===== config.mk =====
export PLATFORM = sky130hd
export DESIGN_NAME = mmc3_irq_counter
export DESIGN_NICKNAME = d
export VERILOG_FILES = /design/src/rtl/mmc3_irq_counter.sv
export SDC_FILE = /design/constraint.sdc
export NUM_CORES = 1
export LEC_CHECK = 0
export BUFFER_PORTS_ARGS = -buffer_cell sky130_fd_sc_hd__buf_4
export CAP_MARGIN = 10
export CORE_MARGIN = 8
export CORE_UTILIZATION = 47
export CTS_BUF_LIST = sky130_fd_sc_hd__clkbuf_8 sky130_fd_sc_hd__clkbuf_16
export CTS_CLUSTER_DIAMETER = 30
export DETAILED_ROUTE_END_ITERATION = 8
export GPL_ROUTABILITY_DRIVEN = 0
export PLACE_DENSITY = 0.79
export RECOVER_POWER = 50
export SYNTH_ARGS = -nofsm -noshare
export SYNTH_HDL_FRONTEND = slang
export SYNTH_SLANG_ARGS = --single-unit

===== constraint.sdc =====
create_clock -name clk -period 1.61 [get_ports clk]
set_input_delay 0.161 -clock clk [delete_from_list [all_inputs] [get_ports clk]]
set_output_delay 0.161 -clock clk [all_outputs]
set_load 0.05 [all_outputs]

===== src/rtl/mmc3_irq_counter.sv =====
// MMC3-style scanline IRQ counter: CPU register decode, filtered PPU A12 rise counting, save-state readback.
// Define MMC3_IRQ_REV_A_EN to build the Rev A zero-detect behaviour; the default build is Rev B.
module mmc3_irq_counter #(
  parameter int A12_FILT = 3
) (
  input  logic       clk,
  input  logic       rst,
  input  logic       cpu_m2,
  input  logic       cpu_rw,
  input  logic       cpu_a15,
  input  logic       cpu_a14,
  input  logic       cpu_a13,
  input  logic       cpu_a0,
  input  logic [7:0] cpu_data,
  input  logic       ppu_a12,
  output logic       irq_n,
  input  logic [7:0] sst_addr,
  output logic [7:0] sst_di
);

  localparam logic [2:0] FILT = 3'(A12_FILT);

  logic       m2_q;
  logic       a12_q;
  logic [2:0] low_cnt;
  logic [7:0] cnt;
  logic [7:0] latch;
  logic       reload;
  logic       en;
  logic       pending;
  logic       rise_d;
  logic       zero_ok;

  logic       m2_fall;
  logic       wr;
  logic       wr_c000;
  logic       wr_c001;
  logic       wr_e000;
  logic       wr_e001;
  logic       a12_rise;
  logic       rise_qual;
  logic       clock_cnt;
  logic       reload_take;
  logic       set_irq;
  logic [7:0] latch_nx;
  logic [7:0] cnt_nx;
  logic       reload_nx;
  logic       en_nx;
  logic       pending_nx;
  logic       zero_ok_nx;
  logic [2:0] low_cnt_nx;

  always_comb begin
    m2_fall  = m2_q & ~cpu_m2;
    wr       = m2_fall & ~cpu_rw & cpu_a15;
    wr_c000  = wr &  cpu_a14 & ~cpu_a13 & ~cpu_a0;
    wr_c001  = wr &  cpu_a14 & ~cpu_a13 &  cpu_a0;
    wr_e000  = wr &  cpu_a14 &  cpu_a13 & ~cpu_a0;
    wr_e001  = wr &  cpu_a14 &  cpu_a13 &  cpu_a0;

    a12_rise  = ~a12_q & ppu_a12;
    rise_qual = a12_rise & (low_cnt >= FILT);
    // A $C001 write on the same clk swallows the rise entirely.
    clock_cnt = rise_qual & ~wr_c001;

    latch_nx    = wr_c000 ? cpu_data : latch;
    reload_take = (cnt == 8'd0) | reload;

    cnt_nx    = cnt;
    reload_nx = reload;
    if (wr_c001) begin
      cnt_nx    = 8'd0;
      reload_nx = 1'b1;
    end else if (clock_cnt) begin
      reload_nx = 1'b0;
      if (reload_take) cnt_nx = latch_nx;
      else             cnt_nx = cnt - 8'd1;
    end

`ifdef MMC3_IRQ_REV_A_EN
    // Only a decrement from 1, or a forced reload of a zero latch, counts as reaching zero.
    zero_ok_nx = clock_cnt & (reload_take ? (reload & (latch_nx == 8'd0))
                                          : (cnt == 8'd1));
`else
    zero_ok_nx = clock_cnt;
`endif

    en_nx = en;
    if (wr_e000)      en_nx = 1'b0;
    else if (wr_e001) en_nx = 1'b1;

    set_irq    = rise_d & zero_ok & en & (cnt == 8'd0);
    pending_nx = wr_e000 ? 1'b0 : (pending | set_irq);

    low_cnt_nx = low_cnt;
    if (ppu_a12)                        low_cnt_nx = 3'd0;
    else if (m2_fall && low_cnt != 3'd7) low_cnt_nx = low_cnt + 3'd1;
  end

  always_ff @(posedge clk) begin
    if (rst) begin
      m2_q    <= cpu_m2;
      a12_q   <= ppu_a12;
      low_cnt <= 3'd0;
      cnt     <= 8'd0;
      latch   <= 8'd0;
      reload  <= 1'b0;
      en      <= 1'b0;
      pending <= 1'b0;
      rise_d  <= 1'b0;
      zero_ok <= 1'b0;
      irq_n   <= 1'b1;
    end else begin
      m2_q    <= cpu_m2;
      a12_q   <= ppu_a12;
      low_cnt <= low_cnt_nx;
      cnt     <= cnt_nx;
      latch   <= latch_nx;
      reload  <= reload_nx;
      en      <= en_nx;
      pending <= pending_nx;
      rise_d  <= clock_cnt;
      zero_ok <= zero_ok_nx;
      irq_n   <= ~pending_nx;
    end
  end

  always_comb begin
    case (sst_addr)
      8'd0:    sst_di = cnt;
      8'd1:    sst_di = latch;
      8'd2:    sst_di = {5'b0, pending, reload, en};
      default: sst_di = 8'hFF;
    endcase
  end

endmodule


==> out/results.tsv <==
metric	value	unit
fin_util	67.2	%
synth_area_leaders	dfxtp_1 36%, mux2i_1 8.4%, nor2_1 4.7%	
start_kind	flop	
area_delta_synth_final	40.3	%
r2r_slack	-0.01	ns
grt_pass1_vias	1505	
die_w	71.1	um
antenna_found_initial	0	
grt_setup_unrepaired	yes	
cts_tree	built	
die_y	71.1	um
fill_cells	240	
gr-usage-all-layers	16.3	%
drive_above_1_share	41.1	%
route.detailed.drc	0	
drtIter0Drc	60	
path_class	flop to flop	
nets	241	
multi_input_area	972	um^2
p_leak	0.854	nW
die-area	0.00505	mm^2
cellPowerDensity	598	mW/mm^2
ys_types	42	
grt_max_degree	17	
p_switching	0.289	mW
syn_inst	160	
p_comb_share	14.8	%
yosysWarnings	0	
syn_area_per_cell	8.91	um^2
worst_hold_path_type	primary input to flop	
p_seq_share	54.8	%
syn_nets	190	
crit_arrival	1.82	ns
period_share	101	%
initial_core_util	47.9	%
relSlewSlack	59.7	%
finalSetupViolations	1	
violations	setup timing	
slew_viol_final	0	
cts-buffers-inserted	3	
vias	1416	
p_int	0.908	mW
clockPowerShare	30.4	%
dr.pass1.iters	4	
whs	0.0434	ns
yosysTopAreaCell	dfxtp_1	
grt_pass1_wl	6820	um
ioPinCount	34	
status	finished, violations left	
final-seq-area	531	um^2
fin_crit	1.62	ns
ir_drop	431	uV
ys_ff_latch	26	
fin_ws	-0.00995	ns
cts_root_buffer	clkbuf_8	
placed_cells	238	
hold_buffers	0	
ctsHtreeMaxLevel	1	
port_buffers	33	
seq_area_frac_synth	36.5	%
clkTransAtPathRegs	0.08	ns
fin_cells	242	
synth_area	0.00143	mm^2
cp_max_fo	6	
place_ws	-0.0630	ns
clock_skew	0.00110	ns
end_kind	flop	
clock-sinks	26	
worstPathRequired	1.81	ns
switching_share	24.1	%
globalRoute.totalOverflow	0	
max_freq	617	MHz
worstSkewPairLatency	0.27	ns
clock_path_buffers	2	
layout.cells.most_common_list	46 x buf_4, 20 x dfxtp_1, 17 x nor2_1, 12 x mux2i_1, 10 x nand2_1	
maxCapViolCount	0	
dp_hpwl	3120	um
fin_total_pwr	1.20	mW
worstRegToRegCells	7	
post_drt_via_cell_ratio	5.85	
hold_path_depth	1	
mostFrequentLayoutCell	buf_4	
core_area	0.00298	mm^2
worstMarginPinSlew	0.608	ns
hold_viol_final	0	
drt_wl_total	4080	um
wire_per_inst	16.9	um
synth_top_area_share	36.5	%
ant_nets	0	
row_count	20	
diodes	0	
## critical path, cell delays in order, from the launching register on
cell and delay [ns]:
dfxtp_2 0.36, ha_4 0.15, ha_4 0.13, a211oi_4 0.04
nor3b_4 0.23, nand2b_4 0.10, or4_1 0.41, a31oi_1 0.13
## power groups by stage
stage / clock [mW] / sequential [mW] / combinational [mW]
after floorplan: 0 / 0.672 / 0.0874
after global placement: 0 / 0.671 / 0.163
after detailed placement: 0 / 0.671 / 0.169
after CTS: 0.367 / 0.656 / 0.172
after global routing: 0.396 / 0.657 / 0.194
final: 0.364 / 0.656 / 0.178
## state kept, by name, summed over array words and instances (netlist names)
name / cells
reload: 1
pending: 1
en: 1
cnt: 8
m2_q: 1
low_cnt: 3
a12_q: 1
zero_ok: 1
irq_n: 1
latch: 8
## cell families (layout without fill, tap and decap cells)
logic type,Yosys count,after routing,share of synthesized area (%)
AOI/OAI and AO/OA,35,35,17.0
xor gates and xnor gates,2,2,1.23
adders and majority gates,5,5,4.39
buffers and inverters,11,60,3.07
DFF,26,26,36.5
muxes,14,14,10.0
and+or+nand+nor,67,67,27.8
## routing by layer
layer  track usage [%]  part of all wire [%]  vias up
met5                 0                     0        -
met4              7.16                   2.1        0
met3              3.53                   8.0       10
met2              29.9                    51       60
met1              17.3                    39      662
li1                  -                     -      684
## metrics by stage
| stage | TNS (ns) | area, um^2 |
|---|---|---|
| floorplan | -0.0969 | 1490 |
| global placement | -0.0116 | 1890 |
| detailed placement | -0.0882 | 1890 |
| CTS | -0.00575 | 1950 |
| global route | -0.303 | 2000 |
| finish | -0.00995 | 2000 |
## synth_stat cells
master / n
xor2_1: 1
clkbuf_1: 3
dfxtp_1: 26
o21ai_0: 7
nor3b_1: 3
a31o_1: 1
nor4_1: 1
nand3_2: 1
nand2_1: 10
o2bb2ai_1: 1
nor3_1: 2
buf_2: 2
and3_4: 1
and4bb_1: 1
mux2_2: 2
nor2b_1: 9
mux2i_1: 12
or2_2: 1
o31ai_1: 1
o211ai_1: 1
a31oi_1: 3
o22ai_1: 8
and2_1: 1
nand4b_1: 1
nand3_1: 4
nor2_1: 18
a211oi_1: 3
nor3b_4: 1
and3_1: 1
or4_1: 2
or3_1: 2
a2111oi_0: 1
inv_1: 6
or4b_2: 1
nand2b_4: 1
nor3_2: 2
xnor2_1: 1
nand2b_1: 4
o21ba_2: 1
o221a_2: 4
ha_1: 5
a21oi_1: 4
## worst paths after layout
kind,startpoint,end
hold reg to reg,latch[0]$_SDFF_PP0_,latch[0]$_SDFF_PP0_
hold / removal,cpu_m2,m2_q$_DFF_P_
setup reg to reg,low_cnt[1]$_SDFFE_PP0P_,cnt[7]$_SDFFE_PP0P_
setup / recovery,low_cnt[1]$_SDFFE_PP0P_,cnt[7]$_SDFFE_PP0P_
## timing repair
action / CTS / global route
pin swaps: 3 / 3
setup buffers: 0 / 1
setup endpoints to repair: 4 / 10
gates resized for setup: 3 / 16
## area by class of cell
| cell class | instances | area share [%] |
|---|---|---|
| multi-input combinational | 123 | 48.6 |
| sequential | 26 | 26.5 |
| timing repair buffer | 51 | 19.4 |
| inverter | 6 | 1.38 |
| tap | 33 | 2.06 |
| clock buffer | 3 | 2.06 |
Note: power is estimated with default switching activity, not from simulation.
